## src/rtl/mac_pkg.sv

```systemverilog
// mac_pkg: shared accumulator types and the shift-then-clamp helper used by the MAC result path.
package mac_pkg;
  localparam int ACC_W = 16;
  typedef logic signed [ACC_W-1:0] acc_t;
  typedef logic signed [7:0] prod_t;
  function automatic acc_t sat_shift(input acc_t d, input int shift, input int out_w);
    int v, hi;
    v = int'(d >>> shift);
    hi = (1 << (out_w - 1)) - 1;
    return v > hi ? acc_t'(hi) : v < -hi - 1 ? acc_t'(-hi - 1) : acc_t'(v);
  endfunction
endpackage

```

## src/rtl/mac_result_fifo.sv

```systemverilog
// mac_result_fifo: DEPTH x 16 synchronous FIFO with a registered head that holds its last value when empty.
module mac_result_fifo import mac_pkg::*; #(
  parameter int DEPTH = 4
) (
  input  logic                     clk,
  input  logic                     reset_n,
  input  logic                     push,
  input  logic                     pop,
  input  acc_t                     din,
  output acc_t                     dout,
  output logic                     full,
  output logic                     empty,
  output logic [$clog2(DEPTH):0]   level
);
  localparam int AW = $clog2(DEPTH);
  acc_t mem [DEPTH];
  logic [AW-1:0] wr_ptr, rd_ptr;
  logic [AW:0] cnt;
  assign full = cnt == (AW+1)'(DEPTH);
  assign empty = cnt == '0;
  assign level = cnt;
  always_ff @(posedge clk)
    if (push) mem[wr_ptr] <= din;
  // dout tracks the entry that becomes the head after this edge
  always_ff @(posedge clk or negedge reset_n) begin
    if (!reset_n) begin
      wr_ptr <= '0;
      rd_ptr <= '0;
      cnt <= '0;
      dout <= '0;
    end else begin
      if (push) wr_ptr <= wr_ptr + 1'b1;
      if (pop) rd_ptr <= rd_ptr + 1'b1;
      cnt <= cnt + (AW+1)'(push) - (AW+1)'(pop);
      if (pop && cnt > (AW+1)'(1)) dout <= mem[rd_ptr + 1'b1];
      else if (push && (empty || pop)) dout <= din;
    end
  end
endmodule

```

## src/rtl/mac_result_collector.sv

```systemverilog
// mac_result_collector: groups VEC_LEN MAC products into dot-product deltas and queues them on a ready/valid port.
// Define MAC_COLLECT_SAT_EN to compile in the SHIFT/OUT_W shift-and-saturate stage.
module mac_result_collector import mac_pkg::*; #(
  parameter int VEC_LEN = 4,
  parameter int DEPTH   = 4,
  parameter int SHIFT   = 0,
  parameter int OUT_W   = 8
) (
  input  logic                   clk,
  input  logic                   reset_n,
  input  acc_t                   f_in,
  input  logic                   mac_valid,
  input  logic                   sync_clr,
  output acc_t                   out_data,
  output logic                   out_valid,
  input  logic                   out_ready,
  output logic [$clog2(DEPTH):0] level,
  output logic                   overflow
);
  if (VEC_LEN < 1 || VEC_LEN > 255 || DEPTH < 2 || (DEPTH & (DEPTH - 1)) != 0 ||
      SHIFT < 0 || SHIFT > 15 || OUT_W < 2 || OUT_W > 16) begin : g_bad_cfg
    $error("mac_result_collector: parameter out of range");
  end
  logic [7:0] cnt;
  acc_t base, delta, proc;
  logic at_end, boundary, full, empty, pop, push;
  assign at_end = cnt == 8'(VEC_LEN - 1);
  assign boundary = mac_valid && !sync_clr && at_end;
  // modular difference makes accumulator wrap-around transparent
  assign delta = f_in - base;
`ifdef MAC_COLLECT_SAT_EN
  assign proc = sat_shift(delta, SHIFT, OUT_W);
`else
  assign proc = delta;
`endif
  assign out_valid = !empty;
  assign pop = out_valid && out_ready;
  assign push = boundary && (!full || pop);
  always_ff @(posedge clk or negedge reset_n) begin
    if (!reset_n) begin
      cnt <= '0;
      base <= '0;
      overflow <= 1'b0;
    end else begin
      if (sync_clr || boundary) base <= f_in;
      if (sync_clr || boundary) cnt <= '0;
      else if (mac_valid) cnt <= cnt + 8'd1;
      if (boundary && full && !pop) overflow <= 1'b1;
    end
  end
  mac_result_fifo #(.DEPTH(DEPTH)) u_fifo (
    .clk(clk),
    .reset_n(reset_n),
    .push(push),
    .pop(pop),
    .din(proc),
    .dout(out_data),
    .full(full),
    .empty(empty),
    .level(level)
  );
endmodule
```

## config.mk

```make
export PLATFORM = sky130hd
export DESIGN_NAME = mac_result_collector
export DESIGN_NICKNAME = d
export VERILOG_FILES = /design/src/rtl/mac_pkg.sv /design/src/rtl/mac_result_fifo.sv /design/src/rtl/mac_result_collector.sv
export SDC_FILE = /design/constraint.sdc
export NUM_CORES = 1
export LEC_CHECK = 0
export BUFFER_PORTS_ARGS = -buffer_cell sky130_fd_sc_hd__buf_2
export CORE_UTILIZATION = 44
export CTS_CLUSTER_DIAMETER = 60
export CTS_CLUSTER_SIZE = 40
export DETAILED_ROUTE_END_ITERATION = 8
export PLACE_DENSITY = 0.73
export SETUP_SLACK_MARGIN = 0.1
export SYNTH_ARGS = -nofsm -noshare
export SYNTH_HDL_FRONTEND = slang
export SYNTH_SLANG_ARGS = --single-unit
```

## constraint.sdc

```tcl
create_clock -name clk -period 3.1 [get_ports clk]
set_input_delay 0.31 -clock clk [delete_from_list [all_inputs] [get_ports clk]]
set_output_delay 0.31 -clock clk [all_outputs]
set_load 0.005 [all_outputs]
```

**Word-level counts from Yosys, hierarchy flattened**

Memory sizes are Yosys's and may differ from the RTL's.
Cells that the tools add are included.

- Register bits after elaboration: 48
- Bits in writable memories: 64
- Input port bits: 21
- Output and inout port bits: 21
- Logic and storage cells: 41
- Memories kept: 1

- Add/sub/neg operators: 6
- Order comparisons: 1
- Equality and inequality tests: 2
- Muxes and demuxes: 6
- Reduce and logical (&&, ||, !) cells: 18

Memories:

| memory | depth | bits a word | read ports | clocked after memory_dff | write ports | line | RTL |
|---|---|---|---|---|---|---|---|
| u_fifo.mem | 4 | 16 | 1 | 0 | 1 | mac_result_fifo.sv:16 | `acc_t mem [DEPTH];` |

Operators with widths:

| cell | number |
|---|---|
| $mux 16 | 2 |
| $mux 8 | 2 |
| $sub 16x16->16 | 1 |
| $add 8x1->8 const B | 1 |
| $eq 8x2->1 const B | 1 |
| $logic_and 1x1->1 | 8 |
| $add 2x1->2 const B | 2 |
| $logic_not 1->1 | 4 |
| $reduce_bool 2->1 | 2 |
| $add 3x1->3 | 1 |
| $eq 3x3->1 const B | 1 |
| $gt 3x1->1 const B | 1 |
| $logic_not 3->1 | 1 |
| $logic_or 1x1->1 | 3 |
| $sub 3x1->3 | 1 |
| $mux 1 | 2 |

**Longest topological paths before layout**

Gate-level depths: netlist (run 1).

- Depth in word-level cells: 8
- Mapped depth: 9
- Depth with buffers taken out: 9

**By module**

Synthesis (run 1) repeated with hierarchy kept, for this count alone.

- Cell total of the unflattened synthesis: 442
- Area total of the unflattened synthesis: 5639.2 um^2

Modules (own cells, without submodules):

| module | times used | cells each | area an instance (um^2) | seq. area each (um^2) |
|---|---|---|---|---|
| mac_result_fifo | 1 | 221 | 3763.6 | 2497.4 |
| mac_result_collector | 1 | 221 | 1875.5 | 625.6 |

**Worst setup path after synthesis (run 1)**

Ideal clock, no wire load.

- Kind: flip-flop to flip-flop
- Start: register base[0]
- End: register u_fifo.dout[10]
- Setup time: 0.069 ns
- Arrival time: 2.178 ns
- Required time: 3.031 ns
- Setup slack: 0.853 ns
- Cell stages (with the launch flop): 9
- Buffers on the path: 0
- Period minus slack after synthesis: 2.247 ns
- Cells stage by stage: dfrtp_1 -> ha_1 -> fa_1 -> and2b_1 -> o211ai_2 -> a21o_1 -> o21ba_1 -> or4_1 -> nand3_1

- Longest elaborated chain between the ends: 3

Ends and longest elaborated chain:

| what | line | RTL |
|---|---|---|
| start, declared | mac_result_collector.sv:25 | `acc_t base, delta, proc;` |
| start signal, assigned | mac_result_collector.sv:45 | `if (sync_clr \|\| boundary) base <= f_in;` |
| $sub 16x16->16 | mac_result_collector.sv:30 | `assign delta = f_in - base;` |
| $mux 16 | mac_result_fifo.sv:36 | `else if (push && (empty \|\| pop)) dout <= din;` |
| $mux 16 | mac_result_fifo.sv:35 | `if (pop && cnt > (AW+1)'(1)) dout <= mem[rd_ptr + 1'b1];` |
| end signal, assigned | mac_result_fifo.sv:35 |  |
| end signal, assigned | mac_result_fifo.sv:36 |  |
| end, declared | mac_result_fifo.sv:10 | `output acc_t dout,` |

Every way passes these cells. The select of a mux whose other input is x is not followed.
A chain may end at the register's enable or synchronous reset.

**Worst setup path after layout (run 1)**

Ends and elaborated chain as after synthesis.

==> summary.md, run 1 <==
| Metric | Value |
|---|---|
| Largest area contributor in the netlist | `edfxtp_1` |
| Clock sinks | `112` |
| Post-synthesis async set-or-reset flop share | `0.429` |
| P_leak | `2.45 nW` |
| Initial Util | `0.459` |
| Max Cap Viol | `0` |
| Final setup TNS | `0 ns` |
| Multi-input gate area | `2030 µm²` |
| Die area | `12600 µm²` |
| Gr usage total | `0.183` |
| Final Skew | `0.00840 ns` |
| Clock buffer depth | `2` |
| IO buf count | `41` |
| Sequential Area | `3120 µm²` |
| Hold Fails Final Rpt | `0` |
| Die H | `112 µm` |
| Hpwl dp | `7130 µm` |
| Synth cell types | `51` |
| # setup viols final | `0` |
| Rel. slew slack | `0.245` |
| Post-synth design cell area | `5330 µm²` |
| CTS H-Tree Depth | `3` |
| RSZ-0062 raised after global routing | `no` |
| DP Cell Count | `606` |
| Num rows | `39` |
| Adder-cell share of the synthesized area | `0.0638` |
| Drt pass-1 iters | `6` |
| Data arrival, critical path | `2.73 ns` |
| Antenna violations before repair | `0` |
| FMAX | `408 MHz` |
| WP data required | `3.38 ns` |
| Most used DFF post-synth | `edfxtp_1` |
| Routed vias | `3341` |
| Hold Path Class | `primary input to flip-flop` |
| Vias per cell | `5.37` |
| Avg WL per Cell | `16.8 µm` |
| CTS root buf | `clkbuf_16` |
| # nets final | `521` |
| Post-Syn Area per Cell | `12.4 µm²` |
| Final non-filler cell total | `622` |
| Commonest cells post-synth | `64 x edfxtp_1, 48 x dfrtp_1, 46 x nand2_1` |
| Status | `finished, violations left` |
| Mux share of post-synthesis cell area | `0.0756` |
| Worst skew pair latency | `0.35 ns` |
| Total CTS buffers | `9` |
| Die X | `112 µm` |
| CTS tree | `yes` |
| Synth Register Bits | `112` |
| VDD IR max | `0.342 mV` |
| First-pass GRT wire length | `17500 µm` |
| # fillers | `968` |
| Largest family of logic cells by synthesized area | `simple AND/OR/NAND/NOR gates` |
| Starting DRT DRC Count | `211` |
| Min cycle time layout | `2.45 ns` |
| Top-area cell type share of the netlist area | `0.361` |
| Synth Net Count | `477` |
| Routed WL | `10500 µm` |
| Synth Area in Simple Gates | `0.106` |
| Final antenna-violating net count | `0` |
| Drt drc | `1` |
| Antenna Cells | `0` |
| Post-synthesis compound-gate area fraction | `0.0967` |
| Failing checks | `design-rule violations` |
| CTS resizes | `0` |
| Slowest stage delay, CP | `0.52 ns` |
| Yosys warnings | `0` |
| Clock transition at path regs | `0.07 ns` |
| Largest net degree at the start of global routing | `49` |
| Actual slew at the worst max-slew pin | `1.13 ns` |
| Period utilization | `0.790` |
| Most frequent cell after synthesis | `edfxtp_1` |
| Slowest stage cell on the critical path | `or4_1` |
| Seq/Total Area, Yosys | `0.586` |
| Layout cell share with drive strength beyond 1 | `0.200` |
| Number of hold buffers added after CTS | `0` |
| Crit. End Element | `flip-flop` |
| Grt ovf | `0` |
| CP top delay family | `simple AND/OR/NAND/NOR gates` |
| Post-synth EDFFs | `64` |
| Synth top area cells | `edfxtp_1 36%, dfrtp_1 23%, mux4_2 6.8%` |
| Synth Area in XOR/XNOR | `0.0394` |
| Placeable Area | `11600 µm²` |
| Area delta synth->final | `12.7%` |
| Top Ports | `42` |
| Syn Inst Count | `430` |
| CP bufs+invs | `0` |
| Critical path type | `flip-flop to flip-flop` |
| Final GP Congestion | `0.805` |
| Slew Limit Fails | `0` |
| Vias in the first global route | `3453` |
| Pwr Density | `739 nW/µm²` |
| Setup crit start kind | `flip-flop` |
| Post-CTS Setup Inserts | `0` |
| Worst-path cell chain | `ha_1 > fa_1 > and2b_1 > o211ai_2 > a21o_1 > o21ba_1 > or4_1 > nand3_1` |
| Crit Path Max Fanout | `3` |
## cell usage in the layout (no fill, tap or decap), types with 3 or more instances in the layout
master and count:
a21o_1 6, a21oi_1 21, a31o_2 4, a31oi_1 7, and2_1 7, and3_1 4, buf_2 41, buf_4 9
clkbuf_16 9, dfrtp_1 48, edfxtp_1 64, ha_1 24, inv_1 27, mux4_2 16, nand2_1 46, nand2b_1 3
nand3_1 14, nand4_1 4, nor2_1 26, nor3_1 4, o211ai_1 4, o21ai_0 25, o21ai_1 3, or3_1 3
xnor2_1 15, xor2_1 9
## state kept, by name, summed over array words and instances (netlist names)
register       count
u_fifo.mem        64
base              16
u_fifo.dout       16
cnt                8
u_fifo.level       3
u_fifo.rd_ptr      2
u_fifo.wr_ptr      2
overflow           1
## final timing paths
kind,start,end,slack (ns),cells after the start
max in group asynchronous,reset_n,u_fifo.rd_ptr[0],2.22,1
worst max-delay path,base[0],u_fifo.dout[10],0.65,8
worst max register to register,base[0],u_fifo.dout[10],0.65,8
min in group asynchronous,reset_n,cnt[0],0.18,1
worst min register to register,overflow,overflow,0.46,1
worst min-delay path,sync_clr,cnt[7],0.16,2
## layer usage
| layer | vias to the layer above | track usage | share of wire |
|---|---|---|---|
| met5 | - | 0 | 0 |
| met4 | 0 | 0.0747 | 0.013 |
| met3 | 9 | 0.0356 | 0.056 |
| met2 | 80 | 0.304 | 0.48 |
| met1 | 1606 | 0.238 | 0.45 |
| li1 | 1646 | - | - |
## through the flow
step	hold WS [ns]	power, mW	utilization	area, µm²	worst slack [ns]
final	0.162	4.44	0.517	6010	0.650
after global routing	0.180	4.71	0.517	6010	0.563
after CTS	0.151	4.49	0.517	6010	0.646
after detailed placement	0.452	3.34	0.492	5710	0.601
after global placement	0.436	3.29	0.492	5710	0.678
after floorplan	0.0144	2.90	-	5330	0.853
## layout make-up
class,count,area share
multi-input combinational,274,0.339
clock buffer,10,0.0381
clock inverter,6,0.0112
timing repair buffer,50,0.0454
sequential,112,0.520
tap,143,0.0298
inverter,27,0.0169
## logic make-up (layout without fill, tap and decap cells)
kind of cell	count (synthesis)	in the layout
fa+ha+maj	26	26
flops	112	112
compound gates	83	83
xor+xnor	24	24
mux	20	20
buf+inv	44	93
simple gates	121	121
## report_power, final
group	leakage (nW)	internal, mW	switching (mW)	total [mW]
Clock	0.139	0.630	0.515	1.14
Combinational	1.15	0.619	0.645	1.26
Sequential	1.16	1.82	0.205	2.03
Note: power is estimated with default switching activity, not from simulation.
==> inputs of run 2 (changes only) <==
- ABC_AREA: default -> 1
- PLACE_DENSITY: 0.73 -> 0.72
- clock period: 3.1 -> 2.3 ns (I/O delays scaled with it)
==> summary.md, run 2 <==
| Metric | Value |
|---|---|
| Drt pass-1 iters | `5` |
| Slew Limit Fails | `0` |
| RSZ-0062 raised after global routing | `no` |
| Routed vias | `4256` |
| Synth Register Bits | `112` |
| Top Ports | `42` |
| Die area | `13200 µm²` |
| Die H | `115 µm` |
| Placed Area | `6090 µm²` |
| CP endpoint | `u_fifo.level[2]` |
| WP data required | `2.54 ns` |
| Most frequent cell after synthesis | `nand2_1` |
| Grt ovf | `0` |
| Antenna Cells | `0` |
| Setup crit start kind | `flip-flop` |
| Slowest stage cell on the critical path | `dfrtp_1` |
| Final Skew | `0.00615 ns` |
| Synth Net Count | `671` |
| Top-area cell type share of the netlist area | `0.342` |
| Post-Syn Area per Cell | `9.00 µm²` |
| Initial Util | `0.460` |
| Commonest non-fill, non-tap cells in the layout | `188 x nand2_1, 90 x inv_1, 64 x edfxtp_1` |
| # setup viols final | `0` |
| CTS root buf | `clkbuf_16` |
| Area delta synth->final | `13.3%` |
| Seq/Total Area, Yosys | `0.556` |
| Post-route worst setup slack | `0.301 ns` |
| Most used DFF post-synth | `edfxtp_1` |
| Post-synth design cell area | `5620 µm²` |
| Final core occ | `0.521` |
| Placeable Area | `12200 µm²` |
| Vias in the first global route | `4199` |
| Routed WL | `11800 µm` |
| VDD IR max | `0.392 mV` |
| CP bufs+invs | `2` |
| Actual slew at the worst max-slew pin | `0.475 ns` |
| Drt drc | `0` |
| Num rows | `40` |
| Clock sinks | `112` |
| Worst path depth | `9` |
| CTS tree | `yes` |
| First-pass GRT wire length | `19900 µm` |
| Syn Inst Count | `624` |
| Rel. slew slack | `0.683` |
| IO buf count | `41` |
| Most common cell after layout, fill and taps aside | `nand2_1` |
| Crit. End Element | `flip-flop` |
| Setup Slack @ Placement | `0.273 ns` |
| Critical path type | `flip-flop to flip-flop` |
| Worst setup path start | `u_fifo.level[1]` |
| Switching part of the total | `0.362` |
| CTS H-Tree Depth | `3` |
| Worst-path cell chain | `nor2_2 > nand2_1 > nand2_1 > inv_1 > ha_1 > inv_1 > ha_1 > fa_1 > xnor2_1` |
| Max Cap Viol | `0` |
| Largest net degree at the start of global routing | `31` |
| Largest area contributor in the netlist | `edfxtp_1` |
| Clock transition at path regs | `0.07 ns` |
| Max reg flops | `64` |
| Cell area after layout | `6360 µm²` |
| Reg with most FFs | `u_fifo.mem` |
| Comb power frac | `0.355` |
| Hold Fails Final Rpt | `0` |
| Die X | `115 µm` |
| Vias per cell | `4.99` |
| Layout cell share with drive strength beyond 1 | `0.128` |
| FMAX | `500 MHz` |
| Commonest cells post-synth | `188 x nand2_1, 90 x inv_1, 64 x edfxtp_1` |
| Internal Power | `4.00 mW` |
| Gr usage total | `0.196` |
| Post-synth EDFFs | `64` |
| Worst skew pair latency | `0.35 ns` |
| Clock buffer depth | `2` |
| P_sw | `2.26 mW` |
| Worst-case reg-to-reg path depth | `9` |
| Top flop regs | `u_fifo.mem (64), base (16), u_fifo.dout (16)` |
| Data arrival, critical path | `2.24 ns` |
| Starting DRT DRC Count | `201` |
| Reg2Reg Setup Slack | `0.30 ns` |
| Crit Path Max Fanout | `4` |
| Synth cell types | `35` |
| Slowest stage delay, CP | `0.40 ns` |
| Total CTS buffers | `9` |
| Final antenna-violating net count | `0` |
| Status | `finished clean` |
| Hpwl dp | `8270 µm` |
| P_leak | `3.06 nW` |
| Antenna violations before repair | `0` |
| Final GP Congestion | `0.842` |
| Pwr Density | `983 nW/µm²` |
| Hold Path Class | `primary input to flip-flop` |
| Sequential Power Share | `0.418` |
| Final non-filler cell total | `853` |
| Beginning of the worst register-to-register path | `u_fifo.level[1]` |
| Post-synthesis async set-or-reset flop share | `0.429` |
| Min cycle time layout | `2.00 ns` |
| Period utilization | `0.869` |
| Reg2reg end | `u_fifo.level[2]` |
| Synth top area cells | `edfxtp_1 34%, dfrtp_1 21%, nand2_1 13%` |
| Yosys warnings | `0` |
| Final setup TNS | `0 ns` |
| Clock power share | `0.227` |
| CP top delay family | `adder cells` |
| # nets final | `727` |
| DP Cell Count | `836` |
| Avg WL per Cell | `13.8 µm` |
## run 2: cells by family (layout without fill, tap and decap cells)
group                    Yosys count  after routing  share of synthesized area
AND/OR/NAND/NOR                  283            283                      0.208
flip-flops                       112            112                      0.556
buffers and inverters            108            169                     0.0757
AO/OA/AOI/OAI                     86             86                     0.0855
adder cells (fa/ha/maj)           26             26                     0.0606
XOR/XNOR                           8              8                     0.0125
multiplexers                       1              1                    0.00178
## run 2: worst min path at each step
stage / startpoint / end / slack (ns) / depth (start not counted)
after floorplan: reset_n / base[0] / -0.07 / 0
after global placement: reset_n / cnt[1] / 0.21 / 1
after detailed placement: reset_n / cnt[0] / 0.22 / 1
after CTS: f_in[15] / base[15] / 0.1 / 3
after global routing: f_in[15] / base[15] / 0.12 / 3
final: f_in[15] / base[15] / 0.10 / 3
## run 2: routing by layer
layer / track usage / up-vias / routed length [µm]
met2: 0.337 / 110 / 5850
met3: 0.0290 / 18 / 485
li1: - / 2125 / -
met1: 0.255 / 2003 / 5180
met5: 0 / - / 0
met4: 0.0675 / 0 / 231
## run 2: worst register-to-register path, stage by stage, from the launching register on
cell and delay, ns:
dfrtp_1 0.40, nor2_2 0.16, nand2_1 0.12, nand2_1 0.17
inv_1 0.06, ha_1 0.27, inv_1 0.04, ha_1 0.18
fa_1 0.37, xnor2_1 0.13
## run 2: through the flow
stage                     hold WS (ns)  total power [mW]
after floorplan                -0.0656              4.06
after global placement           0.207              4.78
after detailed placement         0.217              4.85
after CTS                       0.0997              6.27
after global routing             0.116              6.69
final                            0.102              6.26
## run 2: power by group through the flow
| stage | combinational [mW] | clock [mW] | sequential, mW |
|---|---|---|---|
| 2_1_floorplan | 1.43 | 0 | 2.63 |
| 3_3_place_gp | 2.14 | 0 | 2.64 |
| 3_5_place_dp | 2.20 | 0 | 2.65 |
| 4_1_cts | 2.22 | 1.44 | 2.61 |
| 5_1_grt | 2.52 | 1.53 | 2.64 |
| 6_report | 2.22 | 1.42 | 2.62 |
## run 2: timing repair
item | in CTS | in global routing
gates resized for setup | 0 | 1
endpoints found under the setup margin | 0 | 1
setup buffers | 0 | 0
hold buffers | 1 | 0
hold endpoints to repair | 18 | 0
## run 2: final cells by class
cell class | instances | area [µm²]
Sequential cell | 112 | 3120
Fill cell | 1111 | 5850
Multi-Input combinational cell | 404 | 2080
Inverter | 96 | 363
Clock buffer | 11 | 243
Tap cell | 168 | 210
Timing Repair Buffer | 57 | 328
Clock inverter | 5 | 22.5
==> inputs of run 3 (changes only) <==
- BUFFER_PORTS_ARGS: -buffer_cell sky130_fd_sc_hd__buf_2 -> default
- DONT_BUFFER_PORTS: default -> 1
- PLACE_DENSITY: 0.72 -> 0.7
==> summary.md, run 3 (synthesized netlist as in run 2, its figures left out) <==
| Metric | Value |
|---|---|
| Drt drc | `0` |
| CTS H-Tree Depth | `3` |
| Endpoint, Worst Hold | `base[3]` |
| DP Cell Count | `792` |
| Starting DRT DRC Count | `261` |
| Largest net degree at the start of global routing | `49` |
| # setup viols final | `0` |
| Placeable Area | `12200 µm²` |
| CTS tree | `yes` |
| Layout cell share with drive strength beyond 1 | `0.0683` |
| Antenna violations before repair | `0` |
| Grt ovf | `0` |
| Reg2Reg Setup Slack | `0.30 ns` |
| Area delta synth->final | `10.0%` |
| Total CTS buffers | `9` |
| Min cycle time layout | `2.00 ns` |
| Num rows | `40` |
| Antenna Cells | `0` |
| Cell area after layout | `6180 µm²` |
| Period utilization | `0.870` |
| Hold path depth | `2` |
| RSZ-0062 raised after global routing | `yes` |
| Slew Limit Fails | `0` |
| IO buf count | `0` |
| Vias in the first global route | `3950` |
| Die H | `115 µm` |
| Most common cell after layout, fill and taps aside | `nand2_1` |
| Drt pass-1 iters | `5` |
| Initial Util | `0.460` |
| Post-route worst setup slack | `0.300 ns` |
| Vias per cell | `5.01` |
| Max reg flops | `64` |
| Final Power | `6.06 mW` |
| Beginning of the worst register-to-register path | `u_fifo.level[1]` |
| Final GP Congestion | `0.868` |
| Routed vias | `4072` |
| Worst-case reg-to-reg path depth | `9` |
| Final Skew | `0.00647 ns` |
| Clock sinks | `112` |
| Setup crit start kind | `flip-flop` |
| Actual slew at the worst max-slew pin | `0.442 ns` |
| CTS root buf | `clkbuf_16` |
| Top flop regs | `u_fifo.mem (64), base (16), u_fifo.dout (16)` |
| Final setup TNS | `0 ns` |
| WP data required | `2.53 ns` |
| Final antenna-violating net count | `0` |
| Die area | `13200 µm²` |
| Crit Path Max Fanout | `4` |
| Hold WS | `0.0136 ns` |
| First-pass GRT wire length | `20000 µm` |
| Pwr Density | `980 nW/µm²` |
| Post-CTS Setup Inserts | `0` |
| P_leak | `2.89 nW` |
| Clock buffer depth | `2` |
| Max Cap Viol | `0` |
| Hold path startpoint | `f_in[3]` |
| Routed WL | `11800 µm` |
| Commonest non-fill, non-tap cells in the layout | `188 x nand2_1, 90 x inv_1, 64 x edfxtp_1` |
| Reg with most FFs | `u_fifo.mem` |
| Worst-path cell chain | `nor2_2 > nand2_1 > nand2_1 > inv_1 > ha_1 > inv_1 > ha_1 > fa_1 > xnor2_1` |
| Rel. slew slack | `0.705` |
| VDD IR max | `0.450 mV` |
| Hold Path Class | `primary input to flip-flop` |
| Slowest stage cell on the critical path | `dfrtp_1` |
| Critical path type | `flip-flop to flip-flop` |
| Top Ports | `42` |
| Status | `finished clean` |
| # fillers | `1110` |
| Die X | `115 µm` |
| Crit. End Element | `flip-flop` |
| Hold Fails Final Rpt | `0` |
| Reg2reg end | `u_fifo.level[2]` |
| Hpwl dp | `8240 µm` |
| Placed Area | `5860 µm²` |
| Data arrival, critical path | `2.23 ns` |
| # nets final | `686` |
| Setup Slack @ Placement | `0.255 ns` |
| FMAX | `500 MHz` |
| Clock transition at path regs | `0.07 ns` |
| Final core occ | `0.506` |
| Worst skew pair latency | `0.34 ns` |
| Gr usage total | `0.198` |
| Final non-filler cell total | `812` |
| Slowest stage delay, CP | `0.42 ns` |
| Avg WL per Cell | `14.5 µm` |
-- run 3: cell types whose count changed in the layout (fill, tap and decap cells not counted), sizes merged --
cell and delta:
buf -43, clkinv -1, clkinvlp +1, dlygate4sd3 +2
-- run 3: area by class of cell --
type	count	area, µm²	share of cell area
Sequential cell	112	3120	0.505
Multi-Input combinational cell	404	2080	0.336
Inverter	96	365	0.0591
Clock buffer	11	233	0.0377
Tap cell	168	210	0.0340
Timing Repair Buffer	16	148	0.0239
Clock inverter	5	25.0	0.00405
-- run 3: repair_timing --
action,in CTS,in global routing
endpoints found under the hold margin,50,0
endpoints found under the setup margin,0,8
hold buffers,4,0
gates resized for setup,0,2
-- run 3: worst max path at each step --
stage / from / to / slack (ns) / cells past startpoint
2_1_floorplan: cnt[0] / u_fifo.mem[0][0] / 0.21 / 7
4_1_cts: u_fifo.level[1] / u_fifo.level[2] / 0.24 / 9
3_5_place_dp: u_fifo.level[1] / u_fifo.level[2] / 0.26 / 9
5_1_grt: u_fifo.level[1] / u_fifo.dout[15] / 0.1 / 10
3_3_place_gp: u_fifo.level[1] / u_fifo.level[2] / 0.31 / 9
6_report: u_fifo.level[1] / u_fifo.level[2] / 0.30 / 9
-- run 3: power breakdown --
| part | leakage, nW | internal (mW) | switching, mW | total (mW) |
|---|---|---|---|---|
| registers | 1.17 | 2.44 | 0.221 | 2.66 |
| logic | 1.59 | 0.668 | 1.33 | 2.00 |
| clock network | 0.124 | 0.725 | 0.667 | 1.39 |
-- run 3: worst max-delay path: cells and delay by family, from the launching register on --
| family | cells | cell delay (ns) |
|---|---|---|
| fa+ha+maj | 3 | 0.82 |
| flops | 1 | 0.42 |
| simple gates | 3 | 0.41 |
| xor+xnor | 1 | 0.14 |
| buf+inv | 2 | 0.10 |
-- run 3: layer usage --
layer  track usage  vias up  wire (µm)
met2         0.328      107       5600
met5             0        -          0
met3        0.0216        9        476
met4        0.0753        0        155
li1              -     2047          -
met1         0.270     1909       5520
